==> src/rtl/inpkt_word_parser.sv <==
// Receive-side header parser for the 16-bit host input stream.
// Consumes a five-word little-endian header (version/type, checksum,
// 32-bit length, packet id), validates it and forwards the payload words
// downstream with zero latency, tagged with type, id and first/last flags.
// A bad header parks the block in a terminal error state until reset.

module inpkt_word_parser #(
    parameter logic [7:0] VERSION = 8'h01,
    parameter int         MAX_LEN = 16384
) (
    input  logic        CLK,
    input  logic        rst_n,
    input  logic [15:0] din,
    input  logic        empty,
    output logic        rd_en,
    output logic [15:0] dout,
    output logic        wr_en,
    input  logic        full,
    output logic [7:0]  pkt_type,
    output logic [15:0] pkt_id,
    output logic        pkt_new,
    output logic        pkt_end,
    output logic        err_version,
    output logic        err_type,
    output logic        err_len
);

    // Word counter must hold MAX_LEN/2 itself, not just MAX_LEN/2-1.
    localparam int             CW         = $clog2(MAX_LEN / 2 + 1);
    localparam logic [31:0]    MAX_LEN_32 = 32'(MAX_LEN);
    localparam logic [CW-1:0]  ONE_CNT    = CW'(1);

    typedef enum logic [2:0] {
        S_H0   = 3'd0,
        S_H1   = 3'd1,
        S_H2   = 3'd2,
        S_H3   = 3'd3,
        S_H4   = 3'd4,
        S_DATA = 3'd5,
        S_ERR  = 3'd6
    } state_t;

    state_t         state_r;
    logic [15:0]    len_lo_r;
    logic [CW-1:0]  remaining_r;
    logic           first_r;
    logic [7:0]     pkt_type_r;
    logic [15:0]    pkt_id_r;
    logic           err_version_r;
    logic           err_type_r;
    logic           err_len_r;

    logic [31:0]    len32_s;
    logic           len_bad_s;
    logic           ver_bad_s;
    logic           type_bad_s;
    logic           last_word_s;
    logic           rd_en_s;
    logic           wr_en_s;

    assign pkt_type    = pkt_type_r;
    assign pkt_id      = pkt_id_r;
    assign err_version = err_version_r;
    assign err_type    = err_type_r;
    assign err_len     = err_len_r;
    assign rd_en       = rd_en_s;
    assign wr_en       = wr_en_s;

    // Header field checks; the full 32-bit length is judged before truncation.
    always_comb begin
        len32_s     = {din, len_lo_r};
        len_bad_s   = (len32_s == 32'd0) | len32_s[0] | (len32_s > MAX_LEN_32);
        ver_bad_s   = (din[7:0] != VERSION);
        type_bad_s  = (din[15:8] == 8'h00);
        last_word_s = (remaining_r == ONE_CNT);
    end

    // FIFO read strobe: headers ignore downstream backpressure, payload honours it.
    // Gated by rst_n so nothing is read while reset is held.
    always_comb begin
        rd_en_s = 1'b0;
        case (state_r)
            S_H0, S_H1, S_H2, S_H3, S_H4: rd_en_s = rst_n & ~empty;
            S_DATA:                       rd_en_s = rst_n & ~empty & ~full;
            S_ERR:                        rd_en_s = 1'b0;
            default:                      rd_en_s = 1'b0;
        endcase
    end

    // Payload pass-through: each word read in DATA is written out the same cycle.
    always_comb begin
        wr_en_s = 1'b0;
        dout    = 16'h0000;
        pkt_new = 1'b0;
        pkt_end = 1'b0;
        if (state_r == S_DATA) begin
            wr_en_s = rd_en_s;
            dout    = rd_en_s ? din : 16'h0000;
            pkt_new = rd_en_s & first_r;
            pkt_end = rd_en_s & last_word_s;
        end else begin
            wr_en_s = 1'b0;
            dout    = 16'h0000;
        end
    end

    // Header/payload sequencer; advances only on a consumed word.
    always_ff @(posedge CLK or negedge rst_n) begin
        if (!rst_n) begin
            state_r       <= S_H0;
            len_lo_r      <= 16'h0000;
            remaining_r   <= '0;
            first_r       <= 1'b0;
            pkt_type_r    <= 8'h00;
            pkt_id_r      <= 16'h0000;
            err_version_r <= 1'b0;
            err_type_r    <= 1'b0;
            err_len_r     <= 1'b0;
        end else if (rd_en_s) begin
            case (state_r)
                S_H0: begin
                    pkt_type_r <= din[15:8];
                    if (ver_bad_s || type_bad_s) begin
                        err_version_r <= err_version_r | ver_bad_s;
                        err_type_r    <= err_type_r | type_bad_s;
                        state_r       <= S_ERR;
                    end else begin
                        state_r <= S_H1;
                    end
                end
                S_H1: state_r <= S_H2;
                S_H2: begin
                    len_lo_r <= din;
                    state_r  <= S_H3;
                end
                S_H3: begin
                    if (len_bad_s) begin
                        err_len_r <= 1'b1;
                        state_r   <= S_ERR;
                    end else begin
                        remaining_r <= len32_s[CW:1];
                        state_r     <= S_H4;
                    end
                end
                S_H4: begin
                    pkt_id_r <= din;
                    first_r  <= 1'b1;
                    state_r  <= S_DATA;
                end
                S_DATA: begin
                    first_r <= 1'b0;
                    if (last_word_s) begin
                        state_r <= S_H0;
                    end else begin
                        remaining_r <= remaining_r - ONE_CNT;
                    end
                end
                S_ERR:   state_r <= S_ERR;
                default: state_r <= S_H0;
            endcase
        end else begin
            state_r <= state_r;
        end
    end

endmodule

==> config.mk <==
export PLATFORM = sky130hd
export DESIGN_NAME = inpkt_word_parser
export DESIGN_NICKNAME = d
export VERILOG_FILES = /design/src/rtl/inpkt_word_parser.sv
export SDC_FILE = /design/constraint.sdc
export NUM_CORES = 1
export LEC_CHECK = 0
export CAP_MARGIN = 10
export CELL_PAD_IN_SITES_DETAIL_PLACEMENT = 0
export CELL_PAD_IN_SITES_GLOBAL_PLACEMENT = 1
export CORE_MARGIN = 8
export CORE_UTILIZATION = 41
export CTS_BUF_LIST = sky130_fd_sc_hd__clkbuf_8
export DETAILED_ROUTE_END_ITERATION = 8
export PLACE_DENSITY_LB_ADDON = 0.1
export SETUP_SLACK_MARGIN = 0.15
export SLEW_MARGIN = 20
export SYNTH_ARGS = -nofsm -noshare
export SYNTH_HDL_FRONTEND = slang
export SYNTH_SLANG_ARGS = --single-unit
==> constraint.sdc <==
create_clock -name CLK -period 2.1 [get_ports CLK]
set_input_delay 0.42 -clock CLK [delete_from_list [all_inputs] [get_ports CLK]]
set_output_delay 0.42 -clock CLK [all_outputs]
set_load 0.05 [all_outputs]
### Word-level counts from Yosys, hierarchy flattened

Cells that the tools add are included.

* register bits: 61
* input port bits: 20

* magnitude comparators: 1
* eq/ne operators: 11
* reduce and logical (&&, ||, !) cells: 15
* add/subtract/negate cells: 1
* muxes and demuxes: 14
* bitwise logic cells: 10

Operator list (count)
* 32-bit by 15-bit greater-than comparator with 1-bit output (second input constant): 1
* 32-bit zero test: 1
* 16-bit two-way mux: 2
* 14-bit two-way mux: 2
* 14-bit case mux with 2 select lines: 1
* 3-bit case mux with 7 select lines: 1
* 14-bit by 1-bit equality test with 1-bit output (second input constant): 1
* 14-bit by 1-bit subtractor with 14-bit output (second input constant): 1
* 2-bit AND reduction: 5
* 3-bit equality test (second input constant): 3
* 8-bit zero test: 1
* 8-bit by 1-bit inequality test with 1-bit output (second input constant): 1
* 3-bit by 2-bit equality test with 1-bit output (second input constant): 2
* 3-bit two-way mux: 2
* 2-bit inequality test (second input constant): 3
* 3-bit AND reduction: 2
* 5-bit OR reduction: 1
* 1-bit bitwise AND: 4
* 1-bit bitwise OR: 4
* 1-bit case mux with 2 select lines: 2
* 4-bit AND reduction: 1
* 2-bit nonzero test: 2
* 3-bit by 1-bit equality test with 1-bit output (second input constant): 1
* 3-bit zero test: 1
* 4 further kinds: 7

### Depth between registers and ports, before layout

* depth after elaboration: 6
* mapped depth: 8
* gate-level depth less buffers: 6

### Worst setup path before layout

No wires, ideal clock.

* path kind: register to output
* start point: register state_r[2]
* end point: output port pkt_new
* slack: -0.754 ns
* data arrival time: 2.434 ns
* required time: 1.680 ns
* stages on the path, launching flop included: 5
* buffers on the path: 2
* cell sequence: dfrtp_1 -> clkbuf_1 -> nand3_1 -> clkbuf_1 -> nor4_1

* word-level cells in the longest chain between the ends: 5
* elaborated cells between the ends (all ways): 10

Ends and longest elaborated chain
* start: declaration: line 43 `state_t state_r;`
* start signal: assignment: line 162 `state_r <= state_r;`
* 3-bit by 1-bit equality test with 1-bit output (tied with other cells): line 82 `case (state_r)`
* 5-bit OR reduction: line 82
* 1-bit case mux with 2 select lines: line 82
* 1-bit bitwise AND: line 99 `pkt_new = rd_en_s & first_r;`
* 1-bit two-way mux *: line 96 `if (state_r == S_DATA) begin`
* end: declaration: line 21 `output logic pkt_new,`

Every way passes the cells marked *; elsewhere a longest branch is shown, timed or not.

### Worst setup path in the final report

* start point: register remaining_r[10]
* end point: output port pkt_end

* word-level cells in the longest chain between the ends: 3

Ends and longest elaborated chain
* start: declaration: line 45 `logic [CW-1:0] remaining_r;`
* start signal: assignment: line 141 `remaining_r <= len32_s[CW:1];`
* start signal: assignment: line 155 `remaining_r <= remaining_r - ONE_CNT;`
* 14-bit by 1-bit equality test with 1-bit output: line 75 `last_word_s = (remaining_r == ONE_CNT);`
* 1-bit bitwise AND: line 100 `pkt_end = rd_en_s & last_word_s;`
* 1-bit two-way mux: line 96
* end: declaration: line 22 `output logic pkt_end,`

Every way passes these cells.

==> metrics.md <==
| Metric | Value |
|---|---|
| Die width | `103 um` |
| Core Footprint | `approximately 0.0076 mm^2` |
| CP peak stage delay | `about 0.56 ns` |
| Top FF cell, synth | `dfrtp_1` |
| Register Area | `0.00153 mm^2` |
| Final period utilization | `1.02` |
| Synth Warn # | `0` |
| Die height | `between 100 and 150 um` |
| Worst Path Arrival | `around 1.7 ns` |
| Worst path top cell family by delay | `simple AND/OR/NAND/NOR gates` |
| Buf/Inv on CP | `1` |
| Placed inst area | `0.00443 mm^2` |
| Pint | `1.84 mW` |
| Initial Utilization | `0.413` |
| Final wirelength | `around 10 mm` |
| CP Capture Type | `primary output` |
| Maximum net fanout on the critical path | `2` |
| Worst skew pair latency | `0.34 ns` |
| Startpoint types | `register` |
| Mapped Area | `roughly 0.0031 mm^2` |
| VDD IR-drop max | `0.000268 V` |
| Final antenna-violating net count | `0` |
| Post-synth EDFFs | `0` |
| P&R area growth vs syn | `70.4%` |
| Flop pwr share | `0.498` |
| Worst-path cell chain | `or4_4 > nor2_4 > and3_4 > buf_12` |
| Die area | `between 0.01 and 0.015 mm^2` |
| Worst EP required | `approximately 1.7 ns` |
| DR iter-0 viols | `79` |
| Design area | `0.00532 mm^2` |
| Vias in the first global route | `3068` |
| Multi-input gate area in the final layout | `roughly 0.0017 mm^2` |
| Nets | `440` |
| RSZ-0062 raised after global routing | `yes` |
| Share of layout cells above drive strength 1 | `0.487` |
| H-tree levels | `3` |
| Synth cell types | `54` |
| Ant. Diodes | `0` |
| Root Buffer | `clkbuf_8` |
| GP Congestion | `0.797` |
| Yosys reg bits | `61` |
| DRC violations left | `0` |
| Total GRT Usage | `0.206` |
| Clk pwr share | `0.431` |
| Average cell area after synthesis | `11.2 um^2` |
| Routed len/inst | `20.0 um` |
| Max Clk Rate | `467 MHz` |
| Final Hold Fails | `0` |
| FFs w/ async S/R, synth | `1.00` |
| Via density | `5.49` |
| Worst Max-Slew Pin Slew | `about 0.8 ns` |
| WS Path Type | `reg -> out` |
| Slew headroom | `0.458` |
| TritonCTS Buffers | `9` |
| Sequential fraction of the synthesis area | `0.489` |
| Largest net degree at the start of global routing | `62` |
| Worst Hold Class | `in -> async` |
| Syn Nets | `300` |
| Row Count | `32` |
| CTS tree | `built` |
| Status | `finished with violations` |
| TNS Setup | `-0.410 ns` |
| Switching power | `around 0.57 mW` |
| Initial antenna violation count | `0` |
| CTS Sinks | `61` |
| Max_cap viols | `0` |
| Pwr Density | `454 mW/mm^2` |
| Via count | `2883` |
| First-pass iteration count of the detailed router | `4` |
| Pleak | `2.75 nW` |
| Switching Share | `0.237` |
| DP HPWL | `6.69 mm` |
| Most common cell after layout, fill and taps aside | `dfrtp_1` |
| Clock-pin slew on the worst setup and hold paths | `0.07 ns` |
| Most frequent cells in the layout | `dfrtp_1 (59), buf_4 (48), mux2_2 (40)` |
| Final Max Slew Viols | `0` |
| Gate power share | `0.071` |
| Min Tclk post-route | `2.14 ns` |
| Final setup margin | `-0.0409 ns` |
| IO Pins | `67` |
| Fill cell count | `568` |
| Slowest-stage cell, CP | `or4_4` |
| CTS max path bufs | `2` |
| First-pass GRT wire length | `16.4 mm` |
| Setup Skew | `0.00819 ns` |
| Post-Syn Instances | `278` |
| Final hold slack | `0.364 ns` |
| Failing checks | `negative setup slack` |
| Gr ovfl total | `0` |
| IO Port Bufs | `66` |
| Final setup fails | `15` |
metal layers:
| layer | wire length (um) | global-route usage |
|---|---|---|
| met5 | 0 | 0 |
| met4 | 163 | 0.0701 |
| met3 | 887 | 0.0723 |
| met2 | 5120 | 0.326 |
| met1 | 4320 | 0.255 |
registers in the layout (all words and copies together) (netlist names), 3 cells and up:
name         count
len_lo_r        16
pkt_id          16
state_r          3
pkt_type         8
remaining_r     14
power groups by stage:
stage / Combinational, mW / Clock, mW / Sequential [mW]
global placement: 0.159 / 0 / 1.22
finish: 0.172 / 1.04 / 1.20
detailed placement: 0.161 / 0 / 1.22
CTS: 0.164 / 1.06 / 1.20
global route: 0.188 / 1.12 / 1.20
floorplan: 0.0373 / 0 / 1.22
kinds of logic after synthesis:
| kind of cell | Yosys count | synth area share |
|---|---|---|
| AO/OA/AOI/OAI | 63 | 0.155 |
| XOR/XNOR | 1 | 0.00280 |
| adder cells (fa/ha/maj) | 2 | 0.00801 |
| buffers and inverters | 22 | 0.0373 |
| flip-flops | 61 | 0.489 |
| multiplexers | 42 | 0.155 |
| AND/OR/NAND/NOR | 87 | 0.154 |
layout make-up:
cell class              count  share of cell area
multi-input cells         196               0.328
repair buffers            142               0.319
flip-flops and latches     61               0.287
clock buffers              10              0.0259
well taps                 102              0.0240
clock inverters             6              0.0103
inverters                   8             0.00564
final timing paths:
path | startpoint | endpoint | slack [ns] | cells past startpoint
max in group asynchronous | rst_n | state_r[0]$_DFFE_PN0P_ | 1.17 | 2
setup reg to reg | state_r[1]$_DFFE_PN0P_ | remaining_r[11]$_DFFE_PN0P_ | 0.11 | 9
min in group CLK | err_len$_DFFE_PN0P_ | err_len$_DFFE_PN0P_ | 0.47 | 1
hold reg to reg | err_len$_DFFE_PN0P_ | err_len$_DFFE_PN0P_ | 0.47 | 1
hold / removal | rst_n | state_r[2]$_DFFE_PN0P_ | 0.36 | 2
setup / recovery | remaining_r[10]$_DFFE_PN0P_ | pkt_end | -0.04 | 4
Yosys cell counts (2+ instances only):
cell	instances	share of area
and2_1	17	0.034
nor3_1	9	0.014
inv_1	8	0.0096
a21o_1	4	0.0096
o2bb2ai_1	7	0.020
o221ai_1	2	0.0056
mux2_2	40	0.14
o211ai_1	7	0.017
buf_2	8	0.013
o2111ai_1	3	0.0084
nor4_1	8	0.016
o221ai_2	2	0.0096
o21ai_0	7	0.011
and3_1	3	0.0060
a21oi_1	9	0.014
nand3_1	9	0.014
dfrtp_1	61	0.49
a31oi_1	2	0.0040
a22o_1	2	0.0056
clkbuf_1	4	0.0048
o22ai_1	2	0.0040
or3_1	3	0.0060
or4_4	2	0.0072
nand2_1	14	0.017
o31ai_1	2	0.0048
nand2b_1	2	0.0040
nor2_1	12	0.014
and4_1	2	0.0056
ha_1	2	0.0080
what timing repair did:
| item | CTS | global route |
|---|---|---|
| hold buffers | 0 | 0 |
| gates cloned | 5 | 1 |
| pin swaps | 16 | 20 |
| endpoints found under the setup margin | 41 | 51 |
| setup buffers | 22 | 6 |
| resized for setup | 59 | 41 |
through the flow:
step / util / instances / total power [mW] / setup slack [ns]
6_report: 0.703 / 525 / 2.41 / -0.0409
4_1_cts: 0.671 / 518 / 2.42 / -0.0614
3_5_place_dp: 0.586 / 475 / 1.38 / -0.409
5_1_grt: 0.703 / 525 / 2.52 / -0.0962
3_3_place_gp: 0.586 / 475 / 1.38 / -0.377
2_1_floorplan: - / 278 / 1.26 / 0.0423
No activity file was read; power rests on OpenSTA's default activity.
